<file path="config.mk">
export PLATFORM = sky130hd
export DESIGN_NAME = conv2_ctrl
export DESIGN_NICKNAME = d
export VERILOG_FILES = /design/src/rtl/conv2_ctrl.sv
export SDC_FILE = /design/constraint.sdc
export NUM_CORES = 1
export LEC_CHECK = 0
export CAP_MARGIN = 0
export CORE_ASPECT_RATIO = 0.6
export CORE_MARGIN = 4
export CORE_UTILIZATION = 25
export DETAILED_ROUTE_END_ITERATION = 7
export HOLD_SLACK_MARGIN = 0.05
export SLEW_MARGIN = 10
export SYNTH_ARGS = -nofsm -noshare
export SYNTH_HDL_FRONTEND = slang
export SYNTH_SLANG_ARGS = --single-unit
export TNS_END_PERCENT = 10
</file>
<file path="constraint.sdc">
create_clock -name clk -period 2.5 [get_ports clk]
set_input_delay 0.375 -clock clk [delete_from_list [all_inputs] [get_ports clk]]
set_output_delay 0.375 -clock clk [all_outputs]
set_load 0.01 [all_outputs]
</file>
<file path="src/rtl/conv2_ctrl.sv">
// Control for the second conv layer: scans 5x5 windows over the 14x14 pooled map f3
// and emits read addresses, accumulator clear, f4 write strobes and a done pulse.
module conv2_ctrl (
  input  logic       clk,
  input  logic       rst_n,
  input  logic       conv2_start,
  output logic [7:0] f3_raddr,
  output logic [4:0] w2_raddr,
  output logic       conv2_clr,
  output logic [6:0] f4_waddr,
  output logic       f4_wr_en,
  output logic       conv2_done
);

  localparam int K       = 5;
  localparam int OUT_W   = 10;
  localparam int CLR_DLY = 5;  // address stages + memory read latency
  localparam int WR_DLY  = 6;  // plus the MAC stage

  typedef enum logic [2:0] {
    IDLE = 3'b001,
    RUN  = 3'b010,
    DONE = 3'b100
  } state_t;

  state_t state_reg, state_next;

  logic [2:0] kc_reg, kr_reg;
  logic [3:0] oc_reg, orow_reg;

  logic run, kc_end, kr_end, oc_end, orow_end, last_count, first_tap, last_tap;

  assign run        = (state_reg == RUN);
  assign kc_end     = (kc_reg == 3'(K - 1));
  assign kr_end     = (kr_reg == 3'(K - 1));
  assign oc_end     = (oc_reg == 4'(OUT_W - 1));
  assign orow_end   = (orow_reg == 4'(OUT_W - 1));
  assign last_count = run && kc_end && kr_end && oc_end && orow_end;
  assign first_tap  = run && (kc_reg == 3'd0) && (kr_reg == 3'd0);
  assign last_tap   = run && kc_end && kr_end;

  always_ff @(posedge clk or negedge rst_n) begin
    if (!rst_n) state_reg <= IDLE;
    else        state_reg <= state_next;
  end

  always_comb begin
    state_next = state_reg;
    case (state_reg)
      IDLE:    if (conv2_start) state_next = RUN;
      RUN:     if (last_count)  state_next = DONE;
      DONE:    state_next = IDLE;
      default: state_next = IDLE;
    endcase
  end

  // Counters sit at zero outside RUN, so a new run always starts from window (0,0).
  always_ff @(posedge clk or negedge rst_n) begin
    if (!rst_n) begin
      kc_reg   <= '0;
      kr_reg   <= '0;
      oc_reg   <= '0;
      orow_reg <= '0;
    end else if (!run) begin
      kc_reg   <= '0;
      kr_reg   <= '0;
      oc_reg   <= '0;
      orow_reg <= '0;
    end else begin
      kc_reg <= kc_end ? 3'd0 : kc_reg + 3'd1;
      if (kc_end)
        kr_reg <= kr_end ? 3'd0 : kr_reg + 3'd1;
      if (kc_end && kr_end)
        oc_reg <= oc_end ? 4'd0 : oc_reg + 4'd1;
      if (kc_end && kr_end && oc_end)
        orow_reg <= orow_end ? 4'd0 : orow_reg + 4'd1;
    end
  end

  // Three-stage address pipeline: sums, shift-add scaling, final add.
  logic [3:0] col_s1, row_s1, col_s2;
  logic [2:0] kr_s1, kc_s1, kc_s2;
  logic [7:0] row14_s2;
  logic [4:0] kr5_s2;

  always_ff @(posedge clk or negedge rst_n) begin
    if (!rst_n) begin
      col_s1   <= '0;
      row_s1   <= '0;
      kr_s1    <= '0;
      kc_s1    <= '0;
      col_s2   <= '0;
      kc_s2    <= '0;
      row14_s2 <= '0;
      kr5_s2   <= '0;
      f3_raddr <= '0;
      w2_raddr <= '0;
    end else begin
      col_s1   <= oc_reg + {1'b0, kc_reg};
      row_s1   <= orow_reg + {1'b0, kr_reg};
      kr_s1    <= kr_reg;
      kc_s1    <= kc_reg;
      col_s2   <= col_s1;
      kc_s2    <= kc_s1;
      row14_s2 <= ({4'b0, row_s1} << 3) + ({4'b0, row_s1} << 2) + ({4'b0, row_s1} << 1);
      kr5_s2   <= ({2'b0, kr_s1} << 2) + {2'b0, kr_s1};
      f3_raddr <= row14_s2 + {4'b0, col_s2};
      w2_raddr <= kr5_s2 + {2'b0, kc_s2};
    end
  end

  // Control strobes are delay lines keyed off the counter cycle that produced them.
  logic [CLR_DLY-1:0] clr_sr;
  logic [WR_DLY-1:0]  wr_sr, done_sr;
  logic [6:0]         waddr_sr [WR_DLY-1];
  logic [6:0]         f4_waddr_reg;

  always_ff @(posedge clk or negedge rst_n) begin
    if (!rst_n) begin
      clr_sr       <= '0;
      wr_sr        <= '0;
      done_sr      <= '0;
      waddr_sr[0]  <= '0;
      f4_waddr_reg <= '0;
    end else begin
      clr_sr      <= {clr_sr[CLR_DLY-2:0], first_tap};
      wr_sr       <= {wr_sr[WR_DLY-2:0], last_tap};
      done_sr     <= {done_sr[WR_DLY-2:0], state_reg == DONE};
      waddr_sr[0] <= ({3'b0, orow_reg} << 3) + ({3'b0, orow_reg} << 1) + {3'b0, oc_reg};
      if (wr_sr[WR_DLY-2])
        f4_waddr_reg <= waddr_sr[WR_DLY-2];
    end
  end

  genvar gi;
  generate
    for (gi = 1; gi < WR_DLY - 1; gi++) begin : g_waddr_dly
      always_ff @(posedge clk or negedge rst_n) begin
        if (!rst_n) waddr_sr[gi] <= '0;
        else        waddr_sr[gi] <= waddr_sr[gi-1];
      end
    end
  endgenerate

  assign conv2_clr  = clr_sr[CLR_DLY-1];
  assign f4_wr_en   = wr_sr[WR_DLY-1];
  assign conv2_done = done_sr[WR_DLY-1];
  assign f4_waddr   = f4_waddr_reg;

endmodule
</file>
# --- Word-level counts from Yosys, hierarchy flattened ---
# Index checks and enable logic that the tools add are counted.
classes:
  add_sub_neg: 13
  n_eq_ne: 12
  n_mux: 14
  reduce_logical: 11
op_table:
  columns: ["cell", "count"]
  rows:
  - ["4-bit two-way mux", 6]
  - ["3-bit two-way mux", 7]
  - ["5-bit by 3-bit adder with 5-bit output", 2]
  - ["3-bit == test (second input constant)", 3]
  - ["4-bit by 1-bit adder with 4-bit output (second input constant)", 2]
  - ["4-bit by 3-bit adder with 4-bit output", 2]
  - ["7-bit by 6-bit adder with 8-bit output", 1]
  - ["8-bit by 4-bit adder with 8-bit output", 1]
  - ["8-bit by 5-bit adder with 8-bit output", 1]
  - ["4-bit == test (second input constant)", 2]
  - ["1-bit logical AND", 8]
  - ["2-bit by 1-bit != test with 1-bit output (second input constant)", 4]
  - ["7-bit by 4-bit adder with 7-bit output", 1]
  - ["7-bit by 5-bit adder with 7-bit output", 1]
  - ["3-bit by 1-bit adder with 3-bit output (second input constant)", 2]
  - ["3-bit zero test", 2]
  - ["3-bit one-hot mux with 2 select lines", 1]
  - ["3-bit by 1-bit == test with 1-bit output (second input constant)", 1]
  - ["3-bit by 2-bit == test with 1-bit output (second input constant)", 1]
  - ["2-bit != test (second input constant)", 1]
  - ["2-bit AND reduction", 1]
word_totals:
  regBits: 123
  in_bits: 3
  output_inout_bits: 23
  elab_cells: 74

# --- Logic depth before layout (Yosys ltp) ---
# Gate-level depths: netlist (run 1).
depth:
  ltp_word: 7
  mapped_depth: 6
  ltp_nobuf: 6

# --- Least setup slack after synthesis (run 1) ---
# Ideal clock, no wire load.
synth_path:
  path_type: "reg-to-reg"
  from: "register orow_reg[0]"
  to: "register waddr_sr[34] (netlist bit)"
  t_arrival_ns: 1.876
  required_time_ns: 2.420
  slack_ns: 0.545
  stages_incl_launch_ff: 6
  path_buffers: 0
  period_less_slack_ns: 1.955
  path_cell_list: "dfrtp_1 fa_1 fa_1 a21o_1 a21oi_1 xnor2_1"
synth_via:
  elab_chain_len: 2
synth_rtl:
  columns: ["element", "line_no", "rtl"]
  rows:
  - ["start: declaration", "29", "logic [3:0] oc_reg, orow_reg;"]
  - ["start signal: assignment", "76", "orow_reg <= orow_end ? 4'd0 : orow_reg + 4'd1;"]
  - ["7-bit by 5-bit adder with 7-bit output", "129", "waddr_sr[0] <= ({3'b0, orow_reg} << 3) + ({3'b0, orow_reg} << 1) + {3'b0, oc_reg};"]
  - ["7-bit by 4-bit adder with 7-bit output", "129", null]
  - ["end: declaration", "115", "logic [6:0] waddr_sr [WR_DLY-1];"]
# Every way passes these cells.
# A chain may end at the register's enable or synchronous reset.

# --- Final worst setup path (run 1) ---
# Ends and elaborated chain as after synthesis.

==> impl_metrics.ini, run 1 <==
[clock_network]
clk_pin_slew_ns = 0.05
cts_max_level = 4
cts_tree = done
clockRootBuffer = clkbuf_16
postCtsHoldBufs = 1
post_cts_buffers = 0
cts_max_path_buffers = 2
insertion_delay_ns = 0.40
cts_resized = 0
numClockSinks = 122
cts_made_buffers = 17

[yosys]
yosys.cell_count.top_type = dfrtp_1
synthSimpleGateAreaFrac_pct = 5.795
synth_adder_area_share_pct = 14.01
syn_area_um2 = 4556
synth_edf_count = 0
yosysWarnings = 0
synthXorXnorAreaFrac_pct = 3.653
synth_top_family_by_area = adder cells
syn-num-nets = 354
synth_seq_cells = 122
ys_top_cells_by_area = dfrtp_1 (66%), ha_1 (9.6%), fa_1 (4.4%), xnor2_1 (2.7%), inv_1 (2.1%)
ys_types = 38
syn_area_per_cell_um2 = 14.89
muxShareOfSynthArea_pct = 1.730
synth_top_cell_by_area = dfrtp_1
synthFlopType = dfrtp_1
synthArstFlopShare_pct = 100.0
synth_cells = 306
synth-compound-area-share_pct = 5.273
ys_seq_area_share_pct = 67.04
yosysTopAreaCellShare_pct = 66.47
ys_top_cells_by_count = dfrtp_1 (121), ha_1 (35), inv_1 (25)

[sta]
period_share_pct = 85.72
setup_viol = 0
min_period_ns = 2.143
rsz0062_at_grt = no
final_hold_viol_count = 0
worst_pin_slew_ns = 0.6084
setup_tns_ns = 0
fin_skew_ns = 0.006778
max_clock_freq_mhz = 466.7
slew_headroom_pct = 59.44
drv_slew = 0

[drt]
vias = 2350
drc_errors = 0
drt_wl_total_um = 7163
firstDrtPassIters = 4
drt_iter0_markers = 168
viasPerCell = 3.917
ant_nets = 0
wl_per_cell_um = 11.94

[hold_path]
holdCritStartpoint = waddr_sr[28]$_DFF_PN0_
hold_depth = 0
hold_class = reg -> reg
min_to = waddr_sr[21]$_DFF_PN0_

[place]
gp_congestion = 0.7519
dpl_cell_area_um2 = 5141
port_buffers = 25
hpwl_um = 4857

[pwr]
ir_drop_v = 0.0003541
p_per_area_nw_per_um2 = 764.8
leakage_nw = 2.786

[floorplan]
die_h_um = 112.6
core-area_um2 = 17500
rows = 37
dieWidth_um = 182.3
start_util_pct = 26.03
dieArea_um2 = 20520
io_pins = 26

[grt]
gr-usage-all-layers_pct = 7.931
grt_max_degree = 49
grt_overflow_total = 0
antenna_found_initial = 0
grt_pass1_vias = 2607
grt_first_pass_wirelength_um = 12960

[critical_path]
crit_arrival_ns = 2.45
max_stage_delay_ns = 0.57
regToRegStartpoint = orow_reg[0]$_DFFE_PN0P_
cp-end-kind = flip-flop
reg2reg_slack_ns = 0.36
worst-setup-path-type = reg -> reg
critPathSlowestCell = fa_1
r2r_end = waddr_sr[34]$_DFF_PN0_
reg2reg_depth = 5
worstPathCellList = fa_1, fa_1, a21o_1, a21oi_1, xnor2_1
cp-start-kind = flip-flop
crit_required_ns = 2.81
worst_path_most_repeated_cell = fa_1
worst_path_dominant_cell_family = adder cells
cp_max_fo = 8
crit_buf_inv = 0

[final_layout]
multi_input_area_um2 = 1388
area_delta_synth_final_pct = 25.90
reg_top3 = waddr_sr (35), f3_raddr (8)
diodes = 0
nFillCells = 1688
drive_gt1_share_pct = 12.30
regMostFlops = waddr_sr
final_area_um2 = 5736
nNetsFinal = 401
regArea_um2 = 3054
largest_reg_flops = 35

[run_status]
outcome = complete, no violations

[job]
drv_cap = 0
## how the worst max path moves through the flow
| stage | start | endpoint | slack [ns] | depth (start not counted) |
|---|---|---|---|---|
| 2_1_floorplan | orow_reg[0]$_DFFE_PN0P_ | waddr_sr[34]$_DFF_PN0_ | 0.54 | 5 |
| 5_1_grt | orow_reg[0]$_DFFE_PN0P_ | waddr_sr[34]$_DFF_PN0_ | 0.30 | 5 |
| 4_1_cts | orow_reg[0]$_DFFE_PN0P_ | waddr_sr[34]$_DFF_PN0_ | 0.36 | 5 |
| 3_3_place_gp | orow_reg[0]$_DFFE_PN0P_ | waddr_sr[34]$_DFF_PN0_ | 0.46 | 5 |
| 3_5_place_dp | orow_reg[0]$_DFFE_PN0P_ | waddr_sr[34]$_DFF_PN0_ | 0.40 | 5 |
| 6_report | orow_reg[0]$_DFFE_PN0P_ | waddr_sr[34]$_DFF_PN0_ | 0.36 | 5 |
## cells in the final DEF, fill, tap and decap left out, drive strengths merged, types with 7 or more instances in the layout
master / n
a21o: 8
a21oi: 17
buf: 8
clkbuf: 24
clkdlybuf4s50: 24
dfrtp: 121
fa: 10
ha: 35
inv: 25
mux2: 7
nand2: 7
o21ai: 8
xnor2: 14
## cell type report
cell class	count	share of cell area, %
tap	234	5.105
timing repair buffer	33	5.628
inverter	25	1.636
clock buffer	24	8.573
multi-input combinational	154	24.19
clock inverter	8	1.614
sequential	122	53.25
## layer usage
| layer | global-route usage [%] | vias up | routed length, um |
|---|---|---|---|
| li1 | - | 1128 | - |
| met1 | 10.32 | 1181 | 3456 |
| met2 | 11.97 | 35 | 3316 |
| met3 | 3.433 | 6 | 331 |
| met4 | 2.549 | 0 | 59 |
| met5 | 0 | - | 0 |
## through the flow
step	hold slack, ns	instances	utilization [%]	power (mW)	setup slack [ns]
final	0.3404	600	32.78	4.387	0.3571
after global routing	0.3477	600	32.78	4.565	0.2988
after CTS	0.3427	600	32.78	4.452	0.3649
after detailed placement	0.3347	567	29.38	2.062	0.3967
after global placement	0.3316	567	29.38	2.061	0.4598
after floorplan	0.07941	306	-	2.011	0.5445
## worst register-to-register path, stage by stage (launching register included)
cell and delay (ns):
dfrtp_1 0.49, fa_1 0.57, fa_1 0.47, a21o_1 0.20
a21oi_1 0.17, xnor2_1 0.15
## kinds of logic after synthesis
family / Yosys count
AOI/OAI and AO/OA: 40
xor gates and xnor gates: 19
adders and majority gates: 45
buffers and inverters: 30
DFF: 122
muxes: 7
and+or+nand+nor: 43
## power breakdown
part / total (mW) / switching, mW / leakage, nW / internal (mW)
clock network: 2.36 / 0.797 / 0.290 / 1.56
logic: 0.0492 / 0.0384 / 0.937 / 0.0108
registers: 1.98 / 0 / 1.56 / 1.98
total: 4.39 / 0.836 / 2.79 / 3.55
Note: power is estimated with default switching activity, not from simulation.
==> run 2: changes to the inputs <==
Clock period 2.5 ns to 2.3 ns, I/O delays scaled along.
==> run 2 against run 1 <==
Net effect: flip-flop and latch count did not move; core utilization fell by 0.23 points; clock-buffer cell count fell by 7; wire length fell by 1.1%; die area did not move; maximum frequency rose by 3.5%.
==> impl_metrics.ini, run 2 (synthesis results as in run 1) <==
[run_status]
outcome = complete, no violations

[sta]
period_share_pct = 90.02
setup_tns_ns = 0
fin_skew_ns = 0.008634
final_hold_viol_count = 0
min_period_ns = 2.070
drv_slew = 0
slew_headroom_pct = 71.82
max_clock_freq_mhz = 483.0
worst_pin_slew_ns = 0.4218
setup_viol = 0
rsz0062_at_grt = no

[grt]
grt_use_met3_pct = 3.044
busiest_layer = met2
grt_pass1_vias = 2641
grt_first_pass_wirelength_um = 12920
gr-usage-all-layers_pct = 7.913
antenna_found_initial = 0
grt_max_degree = 52
grt.met2_usage_pct = 11.55
gr-usage-met1_pct = 10.27
grt_overflow_total = 0

[critical_path]
cp-start-kind = flip-flop
max_stage_delay_ns = 0.52
reg2reg_depth = 5
worst_path_dominant_cell_family = adder cells
crit_buf_inv = 0
worst-setup-path-type = reg -> reg
crit_arrival_ns = 2.40
cp_max_fo = 8
worstPathCellList = fa_1, fa_1, a21o_1, a21oi_1, xnor2_1
worst_path_most_repeated_cell = fa_1
crit_cells = 5
critPathSlowestCell = fa_1
crit_required_ns = 2.63
cp-end-kind = flip-flop

[final_layout]
nNetsFinal = 401
layout_common_cells = dfrtp_1 (121), ha_1 (35), inv_1 (25)
largest_reg_flops = 35
final_common_cell = dfrtp_1
final_area_um2 = 5695
area_delta_synth_final_pct = 25.02
regMostFlops = waddr_sr
reg_top3 = waddr_sr (35), f3_raddr (8)
drive_gt1_share_pct = 13.11
stdcell_count = 600
nFillCells = 1709
diodes = 0

[clock_network]
numClockSinks = 122
post_cts_buffers = 0
cts_max_level = 4
clk_pin_slew_ns = 0.06
cts_made_buffers = 17
insertion_delay_ns = 0.41
cts_max_path_buffers = 2
cts_resized = 0
clockRootBuffer = clkbuf_16
cts_tree = done

[job]
drv_cap = 0

[floorplan]
dieWidth_um = 182.3
start_util_pct = 26.03
dieArea_um2 = 20520
core-area_um2 = 17500
io_pins = 26
die_h_um = 112.6
rows = 37

[pwr]
leakage_nw = 2.753
p_per_area_nw_per_um2 = 802.6
ir_drop_v = 0.0003670

[place]
hpwl_um = 4800
gp_congestion = 0.7374
port_buffers = 25
dpl_cell_area_um2 = 5141
dp.cells = 567

[drt]
drc_errors = 0
vias = 2403
viasPerCell = 4.005
drt_wl_total_um = 7081
drt_iter0_markers = 93
ant_nets = 0
firstDrtPassIters = 4
wl_per_cell_um = 11.80

[hold_path]
hold_class = reg -> reg
hold_depth = 0
==> run 2: path summary, 6_finish.rpt <==
| path | startpoint | endpoint | slack, ns |
|---|---|---|---|
| worst min register to register | wr_sr[1]$_DFF_PN0_ | wr_sr[2]$_DFF_PN0_ | 0.34 |
| worst min-delay path | wr_sr[1]$_DFF_PN0_ | wr_sr[2]$_DFF_PN0_ | 0.34 |
| worst max-delay path | orow_reg[2]$_DFFE_PN0P_ | waddr_sr[34]$_DFF_PN0_ | 0.23 |
| max in group asynchronous | rst_n | kr_s1[0]$_DFF_PN0_ | 1.23 |
| worst max register to register | orow_reg[2]$_DFFE_PN0P_ | waddr_sr[34]$_DFF_PN0_ | 0.23 |
| min in group asynchronous | rst_n | done_sr[5]$_DFF_PN0_ | 0.39 |
==> run 2: area by class of cell <==
class / instances / area [um^2] / area share [%]
sequential: 122 / 3054 / 53.62
inverter: 25 / 93.84 / 1.648
tap: 234 / 292.8 / 5.141
multi-input combinational: 154 / 1388 / 24.36
clock inverter: 15 / 118.9 / 2.087
timing repair buffer: 33 / 322.8 / 5.668
clock buffer: 17 / 425.4 / 7.469
==> run 2: timing repair <==
| item | in CTS | in global routing |
|---|---|---|
| hold buffers | 1 | 0 |
| setup endpoints to repair | 0 | 0 |
| endpoints found under the hold margin | 21 | 0 |
==> run 2: metrics by stage <==
step	setup WS, ns	hold slack, ns	utilization, %	power, mW
4_1_cts	0.2518	0.3450	32.55	4.656
6_report	0.2296	0.3417	32.55	4.571
3_3_place_gp	0.2836	0.2633	29.38	2.237
2_1_floorplan	0.3445	0.04941	-	2.186
3_5_place_dp	0.2657	0.2689	29.38	2.239
5_1_grt	0.1451	0.3500	32.55	4.770
==> run 2: per-layer routing <==
layer	routed length (um)	share of wire, %	vias up
met2	3293	47	38
met3	301	4.3	13
li1	-	-	1140
met5	0	0	-
met4	93	1.3	0
met1	3393	48	1212
==> run 2: worst register-to-register path, delay by kind of cell (launching register included) <==
family	cells	cell delay, ns
flops	1	0.51
xor+xnor	1	0.14
compound gates	2	0.36
fa+ha+maj	2	0.99
==> run 2: report_power, final <==
group,total (mW),switching [mW],internal (mW)
Combinational,0.0507,0.0410,0.00962
Clock,2.37,0.984,1.39
Sequential,2.15,0,2.15
Total,4.57,1.02,3.55
==> run 3: changes to the inputs <==
Settings changed: ABC_AREA set to 1, CAP_MARGIN 0 to not set.
==> run 3 against run 2 <==
Net effect: total power up 13%; final cell count up 8.0%; register-to-register slack better by 0.07 ns; global-route usage down 0.24 points; largest cell class unchanged; critical endpoint unchanged; highest routed layer unchanged; synthesized area up 1.8%; maximum frequency up 3.4%; clock power up 8%.
==> impl_metrics.ini, run 3 <==
[yosys]
synth_edf_count = 0
syn-num-nets = 398
synth_top_family_by_area = adder cells
synth_cells = 350
syn_area_um2 = 4637
ys_top_cells_by_area = dfrtp_1 (65%), ha_1 (9.4%), fa_1 (4.3%), nand2_1 (3.7%), inv_1 (3.3%)
syn_area_per_cell_um2 = 13.25
synthSimpleGateAreaFrac_pct = 9.957
yosys.cell_count.top_type = dfrtp_1
synth_adder_area_share_pct = 13.76
synth_seq_cells = 122
ys_seq_area_share_pct = 65.87
synth-compound-area-share_pct = 1.619
muxShareOfSynthArea_pct = 1.700
yosysTopAreaCellShare_pct = 65.30
synthArstFlopShare_pct = 100.0
ys_types = 25
synthFlopType = dfrtp_1
synth_top_cell_by_area = dfrtp_1
yosysWarnings = 0
synthXorXnorAreaFrac_pct = 3.400
ys_top_cells_by_count = dfrtp_1 (121), nand2_1 (46), inv_1 (41)

[run_status]
outcome = complete, no violations

[floorplan]
rows = 38
start_util_pct = 25.60
core-area_um2 = 18110
die_h_um = 113.5
dieWidth_um = 183.8
io_pins = 26
dieArea_um2 = 20860

[drt]
viasPerCell = 3.870
ant_nets = 0
m1WireLength_um = 3349
vias = 2508
drc_errors = 0
met2_length_um = 3200
drt_iter0_markers = 146
firstDrtPassIters = 4
wl_per_cell_um = 10.92
wl_met3_um = 343
maxUsedRoutingLayer = met4
drt_wl_total_um = 7076

[sta]
max_clock_freq_mhz = 499.6
slew_headroom_pct = 64.26
period_share_pct = 87.02
worst_pin_slew_ns = 0.5361
setup_tns_ns = 0
rsz0062_at_grt = no
timing.hold.ws_ns = 0.3405
final_hold_viol_count = 0
fin_skew_ns = 0.01101
min_period_ns = 2.002
drv_slew = 0
setup_viol = 0

[hold_path]
holdCritStartpoint = wr_sr[2]$_DFF_PN0_
hold_class = reg -> reg

[grt]
grt_max_degree = 45
gr-usage-all-layers_pct = 7.676
grt_pass1_vias = 2645
grt_first_pass_wirelength_um = 12500
grt_overflow_total = 0
antenna_found_initial = 0

[critical_path]
worst-setup-path-type = reg -> reg
regToRegStartpoint = orow_reg[0]$_DFFE_PN0P_
max_stage_delay_ns = 0.55
crit_arrival_ns = 2.28
worst_path_dominant_cell_family = adder cells
worst_path_most_repeated_cell = fa_1
cp_max_fo = 9
crit_required_ns = 2.58
crit_buf_inv = 0
crit_start = orow_reg[0]$_DFFE_PN0P_
critPathSlowestCell = dfrtp_1
worstPathCellList = fa_1, fa_1, nand3_1, nand2_1, xor2_1
cp-start-kind = flip-flop
cp-end-kind = flip-flop

[clock_network]
insertion_delay_ns = 0.41
clk_pin_slew_ns = 0.05
cts_max_path_buffers = 2
cts_resized = 0
clockRootBuffer = clkbuf_16
cts_max_level = 4
cts_tree = done
cts_made_buffers = 17
numClockSinks = 122

[final_layout]
multi_input_area_um2 = 1411
reg_top3 = waddr_sr (35), f3_raddr (8)
drive_gt1_share_pct = 11.52
layout_common_cells = dfrtp_1 (121), nand2_1 (46), inv_1 (41)
largest_reg_flops = 35
final_common_cell = dfrtp_1
regMostFlops = waddr_sr
nFillCells = 1783
regArea_um2 = 3054
area_delta_synth_final_pct = 24.96
nNetsFinal = 443
diodes = 0

[job]
drv_cap = 0

[place]
gp_congestion = 0.7428
hpwl_um = 4809
port_buffers = 25

[pwr]
p_per_area_nw_per_um2 = 894.8
leakage_nw = 3.081
ir_drop_v = 0.0003116
-- run 3: changes by cell type after synthesis, moves of 4 or more --
cell,delta
nand2_1,+39
nand3_1,+20
inv_1,+16
a21oi_1,-10
a21o_1,-8
xnor2_1,-8
xor2_1,+7
nand4_1,+6
nor2_1,+6
clkbuf_1,-4
or4_1,-4
-- run 3: what timing repair did --
| action | in CTS | in global routing |
|---|---|---|
| hold endpoints to repair | 41 | 0 |
| hold buffers | 1 | 0 |
| setup buffers | 0 | 0 |
-- run 3: worst paths after layout --
| path | end | slack (ns) | cells past startpoint |
|---|---|---|---|
| worst min-delay path | wr_sr[3]$_DFF_PN0_ | 0.34 | 0 |
| max in group asynchronous | f3_raddr[3]$_DFF_PN0_ | 1.13 | 3 |
| min in group asynchronous | f4_waddr[0]$_DFFE_PN0P_ | 0.47 | 2 |
| worst max register to register | waddr_sr[34]$_DFF_PN0_ | 0.30 | 5 |
| worst min register to register | wr_sr[3]$_DFF_PN0_ | 0.34 | 0 |
| worst max-delay path | waddr_sr[34]$_DFF_PN0_ | 0.30 | 5 |
-- run 3: per-layer routing --
| layer | vias up | GRT usage (%) |
|---|---|---|
| met5 | - | 0 |
| met4 | 0 | 4.530 |
| met3 | 13 | 3.282 |
| met2 | 45 | 10.93 |
| met1 | 1234 | 9.747 |
| li1 | 1216 | - |
-- run 3: cells by family after synthesis --
logic type      after synthesis
compound gates               15
xor+xnor                     18
fa+ha+maj                    45
buf+inv                      44
flops                       122
mux                           7
simple gates                 99
-- run 3: area by class of cell --
cell class | instances | share of cell area, %
Clock buffer | 21 | 7.946
Clock inverter | 11 | 2.095
Inverter | 41 | 2.656
Multi-Input combinational cell | 184 | 24.36
Sequential cell | 122 | 52.71
Tap cell | 240 | 5.182
Timing Repair Buffer | 29 | 5.053
-- run 3: through the flow --
stage / instances / area, um^2 / util, % / setup WS (ns) / power [mW]
after floorplan: 350 / 4637 / - / 0.4603 / 2.519
after global placement: 615 / 5202 / 28.72 / 0.3718 / 2.670
after detailed placement: 615 / 5202 / 28.72 / 0.3050 / 2.683
after CTS: 648 / 5794 / 31.99 / 0.2850 / 5.286
after global routing: 648 / 5794 / 31.99 / 0.1979 / 5.412
final: 648 / 5794 / 31.99 / 0.2984 / 5.185
-- run 3: worst register-to-register path, cell delays in order, from the launching register on --
cell,delay (ns)
dfrtp_1,0.55
fa_1,0.53
fa_1,0.48
nand3_1,0.11
nand2_1,0.06
xor2_1,0.14
-- run 3: power breakdown --
part / internal (mW) / total (mW) / switching, mW
Combinational: 0.112 / 0.299 / 0.187
Clock: 1.64 / 2.55 / 0.903
Sequential: 2.28 / 2.34 / 0.0623
